### config.mk
export PLATFORM = sky130hd
export DESIGN_NAME = sequence_display
export DESIGN_NICKNAME = d
export VERILOG_FILES = /design/src/rtl/sequence_display.sv
export SDC_FILE = /design/constraint.sdc
export NUM_CORES = 1
export LEC_CHECK = 0
export CAP_MARGIN = 20
export CORE_MARGIN = 5
export CORE_UTILIZATION = 54
export CTS_CLUSTER_SIZE = 12
export DETAILED_ROUTE_END_ITERATION = 10
export GPL_TIMING_DRIVEN = 0
export PLACE_DENSITY = 0.89
export SLEW_MARGIN = 30
export SYNTH_ARGS = -nofsm -noshare
export SYNTH_HDL_FRONTEND = slang
export SYNTH_SLANG_ARGS = --single-unit
### constraint.sdc
create_clock -name clk -period 2.4 [get_ports clk]
set_clock_uncertainty 0.05 [all_clocks]
set_input_delay 0.48 -clock clk [delete_from_list [all_inputs] [get_ports clk]]
set_output_delay 0.48 -clock clk [all_outputs]
set_load 0.005 [all_outputs]
### src/rtl/sequence_display.sv
// sequence_display: plays the stored colour sequence on the board LEDs.
// A start pulse reads each item from the sequence memory, lights its LED
// for ON_CYC cycles and then blanks it for GAP_CYC cycles. The controller
// receives a done pulse when the whole sequence has been shown.
module sequence_display #(
    parameter int DEPTH  = 16,
    parameter int T_BASE = 8
) (
    input  logic                     clk,
    input  logic                     rst,
    input  logic                     start,
    input  logic                     abort,
    input  logic [4:0]               length,
    input  logic [1:0]               speed,
    output logic                     rd_en,
    output logic [$clog2(DEPTH)-1:0] rd_addr,
    input  logic [1:0]               rd_data,
    output logic [3:0]               led,
    output logic                     busy,
    output logic                     done
);

    localparam int AW = $clog2(DEPTH);
    localparam int CW = $clog2(4 * T_BASE + 1);

    typedef enum logic [2:0] {
        IDLE  = 3'd0,
        FETCH = 3'd1,
        WAIT  = 3'd2,
        ON    = 3'd3,
        GAP   = 3'd4,
        DONE  = 3'd5
    } state_t;

    state_t          state_r;
    logic [AW-1:0]   idx_r;
    logic [4:0]      len_r;
    logic [1:0]      speed_r;
    logic [CW-1:0]   cnt_r;
    logic [3:0]      led_r;
    logic            rd_en_r;
    logic            busy_r;
    logic            done_r;

    // Lit duration of one item: slower speeds get more base units.
    function automatic logic [CW-1:0] on_cycles(input logic [1:0] s);
        on_cycles = CW'(T_BASE * (32'd4 - {30'd0, s}));
    endfunction

    // One-hot LED pattern for a colour code.
    function automatic logic [3:0] onehot(input logic [1:0] c);
        onehot = 4'b0001 << c;
    endfunction

    // Playback FSM; every output is a register updated with the next state.
    // The led register doubles as the latched item (held in one-hot form).
    always_ff @(posedge clk or posedge rst) begin
        if (rst) begin
            state_r <= IDLE;
            idx_r   <= '0;
            len_r   <= 5'd0;
            speed_r <= 2'd0;
            cnt_r   <= '0;
            led_r   <= 4'd0;
            rd_en_r <= 1'b0;
            busy_r  <= 1'b0;
            done_r  <= 1'b0;
        end else begin
            rd_en_r <= 1'b0;
            done_r  <= 1'b0;
            if (abort && (state_r != IDLE)) begin
                state_r <= IDLE;
                led_r   <= 4'd0;
                busy_r  <= 1'b0;
            end else begin
                case (state_r)
                    IDLE: begin
                        led_r <= 4'd0;
                        if (start) begin
                            len_r   <= (length > 5'(DEPTH)) ? 5'(DEPTH) : length;
                            speed_r <= speed;
                            idx_r   <= '0;
                            busy_r  <= 1'b1;
                            if (length == 5'd0) begin
                                state_r <= DONE;
                                done_r  <= 1'b1;
                            end else begin
                                state_r <= FETCH;
                                rd_en_r <= 1'b1;
                            end
                        end else begin
                            busy_r <= 1'b0;
                        end
                    end
                    FETCH: begin
                        state_r <= WAIT;
                    end
                    WAIT: begin
                        led_r   <= onehot(rd_data);
                        cnt_r   <= on_cycles(speed_r);
                        state_r <= ON;
                    end
                    ON: begin
                        if (cnt_r == CW'(1)) begin
                            led_r   <= 4'd0;
                            cnt_r   <= on_cycles(speed_r) >> 1;
                            state_r <= GAP;
                        end else begin
                            cnt_r <= cnt_r - CW'(1);
                        end
                    end
                    GAP: begin
                        if (cnt_r == CW'(1)) begin
                            cnt_r <= '0;
                            if ((5'(idx_r) + 5'd1) == len_r) begin
                                state_r <= DONE;
                                done_r  <= 1'b1;
                            end else begin
                                idx_r   <= idx_r + AW'(1);
                                state_r <= FETCH;
                                rd_en_r <= 1'b1;
                            end
                        end else begin
                            cnt_r <= cnt_r - CW'(1);
                        end
                    end
                    DONE: begin
                        state_r <= IDLE;
                        busy_r  <= 1'b0;
                    end
                    default: begin
                        state_r <= IDLE;
                        led_r   <= 4'd0;
                        busy_r  <= 1'b0;
                    end
                endcase
            end
        end
    end

    assign rd_en   = rd_en_r;
    assign rd_addr = idx_r;
    assign led     = led_r;
    assign busy    = busy_r;
    assign done    = done_r;

endmodule
-- After elaboration in Yosys (flattened, before gate mapping)
Index checks and enable logic that the tools add are counted.
- output and inout bits: 11
- input bits: 13
- flip-flop bits (word level): 27
- reduce and logical (&&, ||, !) cells: 13
- multiplexer cells: 33
- $lt $le $gt $ge: 1
- $add $sub $neg: 4
- eq/ne operators: 15
- bitwise operators: 1
- shift operators: 1
- operators with widths (cell ; count):
    two-way mux 4 bit ; 5
    two-way mux 3 bit ; 6
    case mux 6 bit (3 select lines) ; 1
    case mux 3 bit (5 select lines) ; 1
    two-way mux 1 bit ; 12
    two-way mux 6 bit ; 2
    case mux 4 bit (3 select lines) ; 1
    inequality test 3 bit, second input constant ; 3
    case mux 4 bit (2 select lines) ; 1
    equality test 3 x 2 -> 1 bit, second input constant ; 2
    equality test 3 bit, second input constant ; 2
    equality test 6 x 1 -> 1 bit, second input constant ; 1
    inequality test 2 bit, second input constant ; 3
    case mux 1 bit (2 select lines) ; 3
    AND reduction 3 bit ; 2
    nonzero test 3 bit ; 2
    subtractor 6 x 1 -> 6 bit, second input constant ; 1
    adder 4 x 1 -> 5 bit, second input constant ; 1
    equality test 5 bit ; 1
    greater-than comparator 5 bit, second input constant ; 1
    zero test 5 bit ; 1
    two-way mux 5 bit ; 1
    AND reduction 5 bit ; 1
    adder 4 x 1 -> 4 bit, second input constant ; 1
    11 further kinds ; 13

-- Longest topological paths before layout
- word-level depth: 6
- mapped depth: 8

-- Worst setup path before layout
Ideal clock, no wire load.
- path type: register -> register
- start: reg idx_r[0], in the netlist rd_addr[0]
- end: reg done_r, in the netlist done
- clock period less this slack: 1.934 ns
- data arrival time: 1.773 ns
- setup slack: 0.466 ns
- path buffers: 0
- stages on the path, launching flop included: 7
- cell sequence: dfrtp_1 -> ha_1 -> or2_2 -> a31oi_1 -> o211a_1 -> a32oi_1 -> a2111oi_2
- longest elaborated chain between the ends: 6
- RTL lines (item ; RTL line ; source):
    from (decl) ; 36 ; logic [AW-1:0] idx_r;
    from (signal assigned) ; 119 ; idx_r <= idx_r + AW'(1);
    adder 4 x 1 -> 5 bit ; 115 ; if ((5'(idx_r) + 5'd1) == len_r) begin
    equality test 5 bit ; 115 ;
    two-way mux 1 bit ; 115 ;
    two-way mux 1 bit ; 113 ; if (cnt_r == CW'(1)) begin
    case mux 1 bit (2 select lines) ; 76 ; case (state_r)
    two-way mux 1 bit ; 71 ; if (abort && (state_r != IDLE)) begin
    to (signal assigned) ; 70 ; done_r <= 1'b0;
    to (signal assigned) ; 86 ; done_r <= 1'b1;
    to (signal assigned) ; 117 ; done_r <= 1'b1;
    to (decl) ; 43 ; logic done_r;
Every way passes these cells.
A chain may end at the register's enable or synchronous reset.

-- Worst setup path in the final report
Same ends and word-level chain as after synthesis.

==> impl_metrics.py <==
metrics = {
    "run_status": {
        "outcome": "finished, final reports clean",
    },
    "drt": {
        "vias": 1447,
        "route.met3.wl_microns": 169,
        "dr_wl_met2_microns": 1571,
        "wl_microns": 3458,
        "highest_layer": "met4",
        "avgViaCountPerCell": 5.979,
        "ant_nets": 0,
        "drt_pass1_iterations": 4,
        "wl_per_cell_microns": 14.29,
        "drcViolationCount": 0,
        "drt_iter0_drc": 72,
        "wirelength_met1_microns": 1676,
    },
    "pwr": {
        "p_leak_nw": 0.8348,
        "p_switching_mw": 0.6977,
        "p_int_mw": 1.018,
        "clock_power_share": 0.112,
        "vdd_drop_max_v": 0.0005610,
        "powerDensity_nw_per_um2": 882.2,
        "power_frac_seq": 0.415,
        "p_sw_frac": 0.4068,
        "p_total_mw": 1.715,
        "p_comb_frac": 0.474,
    },
    "setup_path": {
        "r2r-end": "done$_DFF_PP0_",
        "critPathRequiredTime_ns": 2.57,
        "path_max_fanout": 7,
        "crit-reg2reg-launch": "rd_addr[0]$_DFFE_PP0P_",
        "worstSetupPathType": "flop to flop",
        "rrSetupSlack_ns": 0.22,
        "start_kind": "flop",
        "setup.worst_path.end": "done$_DFF_PP0_",
        "crit_start": "rd_addr[0]$_DFFE_PP0P_",
        "worst_r2r_path_depth": 6,
        "end_kind": "flop",
        "arrival_ns": 2.35,
    },
    "cts": {
        "clockBufferDepth": 2,
        "tritoncts": "yes",
        "post-cts-setup-buffer-count": 0,
        "root_buffer": "clkbuf_4",
        "numCtsBuffers": 3,
        "cts_max_level": 1,
        "cts.sinks": 27,
        "holdBufCountCts": 0,
        "clock_latency_ns": 0.32,
        "cts.clk_slew.worst_paths_ns": 0.14,
        "cts-resized-gates": 0,
    },
    "logic_synthesis": {
        "synth-seq-area-share": 0.4103,
        "synthCells": 182,
        "synth-edff-count": 0,
        "yosysUniqueCellTypes": 54,
        "synth_flop_cell": "dfrtp_1",
        "syn-cell-area_sq_um": 1647,
        "async_reset_ff_frac": 1.000,
        "ys_warn_count": 0,
        "syn_avg_cell_area_sq_um": 9.047,
        "synth-seq-cells": 27,
        "synthTopCellsByCount": "dfrtp_1 (27), nand2_1 (21), o21ai_0 (16), inv_1 (12), nor2_1 (12)",
        "syn_nets": 199,
        "synth_top_area_cell": "dfrtp_1",
        "synth_area_leaders": "dfrtp_1 (41%), o21ai_0 (4.9%), nand2_1 (4.8%)",
        "yosys.cell_count.top_type": "dfrtp_1",
        "synth_top_area_share": 0.4103,
    },
    "sta": {
        "hold_viol": 0,
        "max_slew_margin": 0.6320,
        "tightest_slew_ns": 0.5511,
        "slew_viol_final": 0,
        "finalCriticalPeriod_ns": 2.184,
        "fin_setup_tns_ns": 0,
        "setup_slack_ns": 0.2158,
        "finalSetupViolCount": 0,
        "finalCritPeriodShare": 0.9101,
        "rsz0062_at_grt": "no",
        "fmax_ghz": 0.4578,
    },
    "flow_run": {
        "cap_violations": 0,
    },
    "cells_and_area": {
        "antenna_cells": 0,
        "area_growth_pct": 18.08,
        "layout.nets": 227,
        "layout-drive-gt1-share": 0.09091,
    },
    "global_route": {
        "grt_max_degree": 28,
        "grt_pass1_vias": 1337,
        "grt_util_all_layers": 0.1855,
        "antenna_found_initial": 0,
        "grt_overflow": 0,
        "grt_pass1_wl_microns": 6189,
    },
    "floorplanning": {
        "die_area_sq_um": 4254,
        "coreArea_sq_um": 2978,
        "die_w_microns": 65.22,
        "start_util": 0.5529,
        "die_h_microns": 65.22,
        "num_io_pins": 24,
        "row_count": 20,
    },
    "placed_design": {
        "pre_cts_slack_ns": 0.09984,
        "gp_congestion": 0.8419,
        "dp_hpwl_microns": 2632,
        "io_buffers": 23,
    },
    "hold_path": {
        "hold_class": "input pin to async pin",
    },
}
==> logic make-up (layout without fill, tap and decap cells) <==
group / count (synthesis) / in the layout / synth area share
simple gates: 68 / 68 / 0.2204
compound gates: 56 / 56 / 0.2492
flops: 27 / 27 / 0.4103
buf+inv: 20 / 47 / 0.05091
xor+xnor: 6 / 6 / 0.03191
fa+ha+maj: 4 / 4 / 0.03040
mux: 1 / 1 / 0.006838
==> flip-flops by register name, indices dropped and copies added, names as in the netlist <==
register  flops
len_r         5
done          1
state_r       3
rd_en         1
rd_addr       4
led           4
speed_r       2
cnt_r         6
busy          1
==> metal layers <==
metal  track usage  up-vias
met5             0        -
met4       0.06736        0
met3       0.02051        4
met2        0.2718       35
met1        0.2806      686
li1              -      722
==> final cells by class <==
cell class / instances / area, sq um
plain buffers: 8 / 38.79
clock buffers: 4 / 26.28
fillers: 251 / 1033
inverters: 12 / 45.04
multi-input cells: 135 / 887.1
flip-flops and latches: 27 / 675.6
well taps: 33 / 41.29
repair buffers: 23 / 230.2
==> critical path, cell delays in order, from the launching register on <==
cell       delay [ns]
dfrtp_1          0.47
ha_1             0.32
or2_2            0.30
a31oi_1          0.18
o211a_1          0.24
a32oi_1          0.13
a2111oi_2        0.39
==> how the worst min path moves through the flow <==
stage               slack (ns)                endpoint  cells past startpoint
global route              0.50  speed_r[1]$_DFFE_PP0P_                      2
floorplan                 0.42    len_r[1]$_DFFE_PP0P_                      2
finish                    0.45    len_r[2]$_DFFE_PP0P_                      2
CTS                       0.46      led[0]$_DFFE_PP0P_                      1
global placement          0.42      led[0]$_DFFE_PP0P_                      1
detailed placement        0.42      led[0]$_DFFE_PP0P_                      1
==> power by group through the flow <==
| stage | Clock (mW) | Sequential (mW) | Combinational, mW |
|---|---|---|---|
| CTS | 0.201 | 0.710 | 0.814 |
| global placement | 0 | 0.715 | 0.789 |
| finish | 0.192 | 0.711 | 0.812 |
| global route | 0.224 | 0.734 | 0.933 |
| detailed placement | 0 | 0.721 | 0.810 |
| floorplan | 0 | 0.691 | 0.617 |
==> layout by cell type (no fill, tap or decap), drive strengths merged, types with 3 or more instances in the layout <==
master         count
nor3               5
a22o               3
dfrtp             27
ha                 4
o21ai             16
a21oi              4
a31oi              4
clkbuf             7
nand2b             6
or3                4
clkdlybuf4s50     23
buf                5
nand2             21
nand3              5
xnor2              4
nor2              13
o211ai             3
inv               12
==> per-stage QoR <==
stage               hold WS, ns    util  instance area, sq um  instances
floorplan                0.4192       -                  1647        182
global placement         0.4188  0.6441                  1918        238
detailed placement       0.4150  0.6441                  1918        238
CTS                      0.4558  0.6529                  1944        242
global route             0.4961  0.6529                  1944        242
finish                   0.4455  0.6529                  1944        242
Note: power is estimated with default switching activity, not from simulation.
